<file path="config.mk">
export PLATFORM = sky130hd
export DESIGN_NAME = exec_sched
export DESIGN_NICKNAME = d
export VERILOG_FILES = /design/src/rtl/exec_sched.sv
export SDC_FILE = /design/constraint.sdc
export NUM_CORES = 1
export LEC_CHECK = 0
export CAP_MARGIN = 0
export CORE_MARGIN = 10
export CORE_UTILIZATION = 46
export CTS_CLUSTER_DIAMETER = 120
export CTS_CLUSTER_SIZE = 40
export DETAILED_ROUTE_END_ITERATION = 8
export PLACE_DENSITY = 0.7
export SLEW_MARGIN = 20
export SYNTH_ARGS = -nofsm -noshare
export SYNTH_HDL_FRONTEND = slang
export SYNTH_SLANG_ARGS = --single-unit
</file>
<file path="constraint.sdc">
create_clock -name clk1 -period 3.7 [get_ports clk1]
set_clock_uncertainty 0.2 [all_clocks]
set_input_delay 0.74 -clock clk1 [delete_from_list [all_inputs] [get_ports clk1]]
set_output_delay 0.74 -clock clk1 [all_outputs]
set_load 0.05 [all_outputs]
</file>
<file path="src/rtl/exec_sched.sv">
// Issue scheduler for a 1-cycle add/sub unit with one result slot and an iterative
// mul/div unit. Both units share a single result bus, and the mul/div unit has priority on it.
module exec_sched #(
    parameter int NRS     = 3,
    parameter int MUL_LAT = 3,
    parameter int DIV_LAT = 6
) (
    input  logic           clk1,
    input  logic           rst_n,
    input  logic           flush,
    input  logic [NRS-1:0] add_rdy,
    input  logic [NRS-1:0] mul_rdy,
    input  logic [NRS-1:0] mul_isdiv,
    output logic           add_go,
    output logic [2:0]     add_idx,
    output logic           mul_go,
    output logic [2:0]     mul_idx,
    output logic           mul_div,
    output logic           cdb_valid,
    output logic           cdb_unit,
    output logic [2:0]     cdb_idx,
    output logic           mul_busy,
    output logic           sched_idle
);

    localparam int LAT_MAX = (MUL_LAT > DIV_LAT) ? MUL_LAT : DIV_LAT;
    localparam int CNT_W   = $clog2(LAT_MAX + 1);
    localparam logic [CNT_W-1:0] MUL_LOAD = CNT_W'(MUL_LAT - 1);
    localparam logic [CNT_W-1:0] DIV_LOAD = CNT_W'(DIV_LAT - 1);
    localparam logic [CNT_W-1:0] CNT_ONE  = CNT_W'(1);

    typedef enum logic [1:0] {IDLE, EXEC, DONE} mulState_t;

    mulState_t        r_state, w_stateNext;
    logic [CNT_W-1:0] r_cnt, w_cntNext, w_load;
    logic [NRS-1:0]   r_addPend, r_mulPend, w_addPendNext, w_mulPendNext;
    logic [NRS-1:0]   w_addClr, w_addSet, w_mulClr, w_mulSet;
    logic [2:0]       r_addPtr, r_mulPtr, r_unitIdx, r_slotIdx, w_slotIdxNext;
    logic             r_unitDiv, r_slotV, r_armed;
    logic [3:0]       w_addPick, w_mulPick;
    logic             w_pickDiv, w_slotNext, w_addGoNext, w_mulGoNext;
    logic             w_cdbValidNext, w_cdbUnitNext;
    logic [2:0]       w_cdbIdxNext;

    // Returns {found, index}: the first eligible entry at or after ptr, wrapping around.
    function automatic logic [3:0] rrPick(input logic [NRS-1:0] elig, input logic [2:0] ptr);
        logic [3:0] res;
        res = 4'd0;
        for (int i = 0; i < NRS; i++)
            if (!res[3] && elig[i] && (3'(i) >= ptr)) res = {1'b1, 3'(i)};
        for (int i = 0; i < NRS; i++)
            if (!res[3] && elig[i] && (3'(i) < ptr)) res = {1'b1, 3'(i)};
        return res;
    endfunction

    function automatic logic [2:0] nextPtr(input logic [2:0] idx);
        return (idx == 3'(NRS - 1)) ? 3'd0 : idx + 3'd1;
    endfunction

    always_comb begin
        w_addPick   = rrPick(add_rdy & ~r_addPend, r_addPtr);
        w_mulPick   = rrPick(mul_rdy & ~r_mulPend, r_mulPtr);
        w_pickDiv   = 1'b0;
        w_load      = r_unitDiv ? DIV_LOAD : MUL_LOAD;
        w_stateNext = r_state;
        w_cntNext   = r_cnt;
        for (int i = 0; i < NRS; i++)
            if (w_mulPick[2:0] == 3'(i)) w_pickDiv = mul_isdiv[i];

        // The counter reaches 0 as the FSM enters DONE, so a result is on the bus exactly LAT cycles after mul_go.
        case (r_state)
            IDLE: if (mul_go) begin
                w_cntNext   = w_load;
                w_stateNext = (w_load == '0) ? DONE : EXEC;
            end
            EXEC: begin
                w_cntNext = r_cnt - CNT_ONE;
                if (r_cnt == CNT_ONE) w_stateNext = DONE;
            end
            DONE:    w_stateNext = IDLE;
            default: w_stateNext = IDLE;
        endcase

        w_slotNext    = add_go | (r_slotV & (r_state == DONE));
        w_slotIdxNext = add_go ? add_idx : r_slotIdx;
        w_addGoNext   = r_armed & w_addPick[3] & ~(w_slotNext & (w_stateNext == DONE));
        w_mulGoNext   = r_armed & w_mulPick[3] & (w_stateNext == IDLE);

        w_addClr = '0;
        w_addSet = '0;
        w_mulClr = '0;
        w_mulSet = '0;
        for (int i = 0; i < NRS; i++) begin
            w_addClr[i] = cdb_valid & ~cdb_unit & (cdb_idx == 3'(i));
            w_mulClr[i] = cdb_valid & cdb_unit & (cdb_idx == 3'(i));
            w_addSet[i] = w_addGoNext & (w_addPick[2:0] == 3'(i));
            w_mulSet[i] = w_mulGoNext & (w_mulPick[2:0] == 3'(i));
        end
        w_addPendNext = (r_addPend & ~w_addClr) | w_addSet;
        w_mulPendNext = (r_mulPend & ~w_mulClr) | w_mulSet;

        if (flush) begin
            w_stateNext   = IDLE;
            w_cntNext     = '0;
            w_slotNext    = 1'b0;
            w_addGoNext   = 1'b0;
            w_mulGoNext   = 1'b0;
            w_addPendNext = '0;
            w_mulPendNext = '0;
        end

        w_cdbUnitNext  = (w_stateNext == DONE);
        w_cdbValidNext = w_cdbUnitNext | w_slotNext;
        w_cdbIdxNext   = w_cdbUnitNext ? r_unitIdx : (w_slotNext ? w_slotIdxNext : 3'd0);
    end

    // r_armed holds off grants until the second edge after reset release.
    always_ff @(posedge clk1 or negedge rst_n) begin
        if (!rst_n) begin
            r_state    <= IDLE;
            r_cnt      <= '0;
            r_addPend  <= '0;
            r_mulPend  <= '0;
            r_addPtr   <= 3'd0;
            r_mulPtr   <= 3'd0;
            r_unitIdx  <= 3'd0;
            r_unitDiv  <= 1'b0;
            r_slotV    <= 1'b0;
            r_slotIdx  <= 3'd0;
            r_armed    <= 1'b0;
            add_go     <= 1'b0;
            add_idx    <= 3'd0;
            mul_go     <= 1'b0;
            mul_idx    <= 3'd0;
            mul_div    <= 1'b0;
            cdb_valid  <= 1'b0;
            cdb_unit   <= 1'b0;
            cdb_idx    <= 3'd0;
            mul_busy   <= 1'b0;
            sched_idle <= 1'b1;
        end else begin
            r_armed   <= 1'b1;
            r_state   <= w_stateNext;
            r_cnt     <= w_cntNext;
            r_addPend <= w_addPendNext;
            r_mulPend <= w_mulPendNext;
            r_slotV   <= w_slotNext;
            r_slotIdx <= w_slotIdxNext;
            if (w_addGoNext) r_addPtr <= nextPtr(w_addPick[2:0]);
            if (w_mulGoNext) begin
                r_mulPtr  <= nextPtr(w_mulPick[2:0]);
                r_unitIdx <= w_mulPick[2:0];
                r_unitDiv <= w_pickDiv;
            end
            add_go     <= w_addGoNext;
            add_idx    <= w_addGoNext ? w_addPick[2:0] : 3'd0;
            mul_go     <= w_mulGoNext;
            mul_idx    <= w_mulGoNext ? w_mulPick[2:0] : 3'd0;
            mul_div    <= w_mulGoNext & w_pickDiv;
            cdb_valid  <= w_cdbValidNext;
            cdb_unit   <= w_cdbUnitNext;
            cdb_idx    <= w_cdbIdxNext;
            mul_busy   <= (w_stateNext != IDLE);
            sched_idle <= ~w_addGoNext & ~w_slotNext & (w_stateNext == IDLE) & ~w_mulGoNext;
        end
    end

endmodule

</file>
# Yosys cells after proc, flatten, opt, wreduce, memory -nomap -nowiden
# Cells that the tools add are included.
# Widths: inputs -> output; s select.
[totals]
ff_bits = 42
[op_classes]
addsub = 3
order_cmp = 12
eq_ne = 12
muxes = 36
bitwise_logic = 41
n_reduce_logical = 42
[ops]
columns = ["operator", "count"]
rows = [
  ["$mux 4", 12],
  ["$mux 3", 12],
  ["$and 1x1->1", 24],
  ["$logic_and 1x1->1", 22],
  ["$and 3x3->3", 4],
  ["$eq 3x1->1 const B", 4],
  ["$ge 1x3->1 const A", 4],
  ["$logic_not 3->1", 4],
  ["$lt 1x3->1 const A", 4],
  ["$not 3->3", 4],
  ["$logic_not 1->1", 10],
  ["$eq 3x2->1 const B", 3],
  ["$mux 2", 4],
  ["$add 3x1->3 const B", 2],
  ["$eq 2x2->1 const B", 3],
  ["$ge 2x3->1 const A", 2],
  ["$logic_not 2->1", 3],
  ["$lt 2x3->1 const A", 2],
  ["$mux 1", 6],
  ["$or 3x3->3", 2],
  ["$pmux 3 s2", 1],
  ["$not 1->1", 5],
  ["$pmux 2 s2", 1],
  ["$ne 3x3->1 const B", 1],
  ["6 further kinds", 7],
]

# Longest topological paths before layout
[logic_depth]
word_depth = 31
ltp_mapped = 7
mapped_depth_nobuf = 7

# Worst setup path before layout
# No wires, ideal clock.
[synth_timing]
kind = "input port to flip-flop"
start = "input port mul_rdy[2]"
end = "register r_unitDiv"
setup_time_ns = 0.065
arrival_ns = 1.773
path_slack_ns = 1.662
path_stages = 5
cell_sequence = "nand2b_4 > a211o_1 > a311o_1 > a311oi_2 > a21o_1"
[synth_between]
elab_chain_len = 20
word_cells_on_any_way = 25
cone_classes = "eq/ne: 2; mux: 8; bitwise: 3; reduce/logical: 12"
[synth_rtl]
columns = ["item", "line", "source"]
rows = [
  ["start: declaration", "12", "input logic [NRS-1:0] mul_rdy,"],
  ["$and 3x3->3 (*)", "62", "w_mulPick = rrPick(mul_rdy & ~r_mulPend, r_mulPtr);"],
  ["$logic_and 1x1->1 (2 in a row)", "50", "if (!res[3] && elig[i] && (3'(i) >= ptr)) res = {1'b1, 3'(i)};"],
  ["$mux 4", "50", ""],
  ["$logic_not 1->1", "52", "if (!res[3] && elig[i] && (3'(i) < ptr)) res = {1'b1, 3'(i)};"],
  ["$logic_and 1x1->1 (2 in a row)", "52", ""],
  ["$mux 4", "52", ""],
  ["$logic_not 1->1", "52", ""],
  ["$logic_and 1x1->1 (2 in a row)", "52", ""],
  ["$mux 4", "52", ""],
  ["$logic_not 1->1", "52", ""],
  ["$logic_and 1x1->1 (2 in a row)", "52", ""],
  ["$mux 4 (*)", "52", ""],
  ["$logic_not 3->1", "68", "if (w_mulPick[2:0] == 3'(i)) w_pickDiv = mul_isdiv[i];"],
  ["$mux 1 (3 in a row)", "68", ""],
  ["end signal: assignment", "153", "r_unitDiv <= w_pickDiv;"],
  ["end: declaration", "39", "logic r_unitDiv, r_slotV, r_armed;"],
]
# Mark *: on every way between the ends. The rest lies on a longest branch, timed or not.
# A chain may end at the register's enable or synchronous reset.

# Worst setup path after layout
[layout_timing]
start = "register sched_idle"
end = "output port sched_idle"
[layout_rtl]
columns = ["item", "line", "source"]
rows = [
  ["start: declaration", "23", "output logic sched_idle"],
  ["start signal: assignment", "164", "sched_idle <= ~w_addGoNext & ~w_slotNext & (w_stateNext == IDLE) & ~w_mulGoNext;"],
]
# No word-level cell between the ends.

==> impl_metrics.env <==
export IMPL_crit_cells=1
export IMPL_fin_area_sq_um=2100
export IMPL_num_io_pins=28
export IMPL_ir_drop_mv=0.288
export IMPL_synthSimpleGateAreaFrac_pct=17.8
export IMPL_synth_common_cells="dfrtp_1, nor2_1, inv_1, nand2_1, nor2b_1"
export IMPL_cp_required_ps=2760
export IMPL_cp_arrival_ps=1610
export IMPL_htree_num_levels=2
export IMPL_ys_seq_area_share_pct=57.1
export IMPL_viasPerCell=5.62
export IMPL_synth_compound_area_share_pct=18.6
export IMPL_clock_sinks=39
export IMPL_crit_chain="clkdlybuf4s50_1"
export IMPL_rsz0062_at_grt="no"
export IMPL_cts_tree="yes"
export IMPL_drt_wl_total_mm=3.61
export IMPL_synthMuxAreaShare_pct=1.32
export IMPL_reg2regPathDepth=5
export IMPL_rows=22
export IMPL_clk_pin_slew_ps=70
export IMPL_period_minus_slack_ps=2550
export IMPL_timing_rr_start="r_mulPend[0]"
export IMPL_drv_slew=0
export IMPL_crit_family="buffers and inverters"
export IMPL_synth_area_per_cell_sq_um=11.0
export IMPL_ant_nets=0
export IMPL_overflow=0
export IMPL_grt_max_degree=40
export IMPL_drv_cap=0
export IMPL_initial_utilization_pct=47.1
export IMPL_synthAdderAreaFrac_pct=1.46
export IMPL_rr_endpoint="r_unitDiv"
export IMPL_crit_path_end_kind="output port"
export IMPL_clk_latency_ps=280
export IMPL_power_density_nw_per_um2=515
export IMPL_synth_top_area_share_pct=55.6
export IMPL_synth_area_sq_um=1710
export IMPL_slew_limit_headroom_pct=45.9
export IMPL_r2r_slack_ps=1810
export IMPL_cp_slowest_cell="clkdlybuf4s50_1"
export IMPL_drt_first_pass_iters=4
export IMPL_avgRoutedWirePerCell_um=15.4
export IMPL_cts_made_buffers=5
export IMPL_grt_pass1_wl_mm=5.99
export IMPL_io_buffers=25
export IMPL_root_buffer="clkbuf_8"
export IMPL_finalCritPeriodShare_pct=69.0
export IMPL_setup_violations=0
export IMPL_syn_to_final_growth_pct=22.8
export IMPL_status="completed"
export IMPL_synth_top_family_by_area="compound AO/OA/AOI/OAI gates"
export IMPL_grtUsageTotal_pct=11.7
export IMPL_hold_path_class="register to register"
export IMPL_dieArea_sq_um=6560
export IMPL_setup_worst_path_class="register to output port"
export IMPL_grt_pass1_vias=1303
export IMPL_yosys_warnings=0
export IMPL_yosysUniqueCellTypes=42
export IMPL_synth_most_common_cell="dfrtp_1"
export IMPL_hold_viol=0
export IMPL_max_stage_delay_ps=800
export IMPL_critPathMaxFanout=1
export IMPL_initialDrtViolationCount=92
export IMPL_cts_resized=0
export IMPL_vias=1320
export IMPL_worst_pin_slew_ps=811
export IMPL_async_reset_ff_share_pct=100
export IMPL_antenna_found_initial=0
export IMPL_ctsHoldBuffers=0
export IMPL_clk_path_buf_depth=2
export IMPL_final_nets=200
export IMPL_die_y_um=81.0
export IMPL_fmax_ghz=0.392
export IMPL_startpoint_type="register"
export IMPL_startpoint="sched_idle"
export IMPL_tns_ps=0
export IMPL_p_leak_nw=0.982
export IMPL_die_width_um=81.0
export IMPL_drc=0
export IMPL_critPathCapture="sched_idle"
export IMPL_crit_buf_inv=1
export IMPL_synth_top_area_cell="dfrtp_1"
export IMPL_antenna_cells=0
export IMPL_synth_xor_area_share_pct=0
export IMPL_core_area_sq_um=3630
export IMPL_place_congestion=0.892
export IMPL_ys_ff_latch=39
export IMPL_place_area_sq_um=2000
export IMPL_drive_gt1_share_pct=10.7
export IMPL_netlist_top_cells_area="dfrtp_1, nor2b_1, nor2_1"
export IMPL_post_dp_hpwl_mm=2.79
export IMPL_ys_dominant_reg_cell="dfrtp_1"
export IMPL_post_cts_buffers=0
export IMPL_synth_edf_count=0
export IMPL_syn_inst=156
## metrics by stage
stage               cells  worst slack [ps]  util [%]  hold WS [ps]  power [mW]
detailed placement    227              1050      55.1           275       0.786
finish                235              1150      57.8           294        1.08
CTS                   235              1140      57.8           291        1.09
global route          235              1100      57.8           305        1.14
global placement      227              1080      55.1           281       0.776
floorplan             157              1660         -           244       0.705
## power breakdown
group | switching [mW] | leakage [nW] | internal [mW]
Sequential | 0.0462 | 0.517 | 0.484
Clock | 0.133 | 0.0515 | 0.170
Combinational | 0.143 | 0.413 | 0.107
Total | 0.322 | 0.982 | 0.760
## cell type report
type	instances	area, sq um
clock buffers	8	100
multi-input cells	105	681
repair buffers	25	245
inverters	10	37.5
well taps	48	60.1
fillers	331	1530
flip-flops and latches	39	977
## how the worst min path moves through the flow
stage / startpoint / end / slack [ps] / cells past startpoint
after global placement: r_unitIdx[1] / r_unitIdx[1] / 280 / 1
final: r_unitIdx[1] / r_unitIdx[1] / 290 / 1
after detailed placement: r_unitIdx[1] / r_unitIdx[1] / 270 / 1
after global routing: r_unitIdx[1] / r_unitIdx[1] / 310 / 1
after floorplan: rst_n / add_go / 240 / 0
after CTS: r_unitIdx[1] / r_unitIdx[1] / 290 / 1
## registers in the layout, summed over array words and instances, names as in the netlist, 2 cells and up
| name | count |
|---|---|
| cdb_idx | 3 |
| r_addPend | 3 |
| r_addPtr | 3 |
| r_cnt | 3 |
| r_mulPend | 3 |
| r_mulPtr | 3 |
| r_slotIdx | 3 |
| add_idx | 2 |
| mul_idx | 2 |
| r_state | 2 |
| r_unitIdx | 2 |
## kinds of logic (layout without fill, tap and decap cells)
| group | Yosys count | after routing |
|---|---|---|
| buf+inv | 13 | 43 |
| fa+ha+maj | 2 | 2 |
| flops | 39 | 39 |
| other cells | 2 | 3 |
| compound gates | 41 | 41 |
| simple gates | 57 | 57 |
| mux | 2 | 2 |
## placed cells by master, fill, tap and decap left out, types with 2 or more instances in the layout
| master | synthesis | routed |
|---|---|---|
| and3_1 | 2 | 2 |
| o21ai_0 | 4 | 4 |
| ha_1 | 2 | 2 |
| mux2_2 | 2 | 2 |
| nor2b_1 | 9 | 9 |
| dfrtp_1 | 38 | 38 |
| clkbuf_8 | 0 | 7 |
| a21oi_1 | 5 | 5 |
| a31o_2 | 4 | 4 |
| a22o_1 | 3 | 3 |
| a32o_1 | 3 | 3 |
| nor3_1 | 3 | 3 |
| nor2_1 | 14 | 14 |
| o211ai_1 | 2 | 2 |
| conb_1 | 2 | 3 |
| inv_1 | 10 | 10 |
| a31oi_1 | 3 | 3 |
| nand3_1 | 7 | 7 |
| clkdlybuf4s50_1 | 0 | 24 |
| a21o_1 | 4 | 4 |
| nand2_1 | 9 | 9 |
| nand2b_1 | 6 | 6 |
| o21a_1 | 2 | 2 |
## layer usage
| layer | routed length, um | GRT usage [%] | up-vias |
|---|---|---|---|
| met5 | 0 | 0 | - |
| met4 | 57 | 4.84 | 0 |
| met3 | 241 | 3.75 | 7 |
| met2 | 1770 | 18.5 | 42 |
| met1 | 1540 | 14.4 | 660 |
| li1 | - | - | 611 |
(Power assumes the default switching activity.)
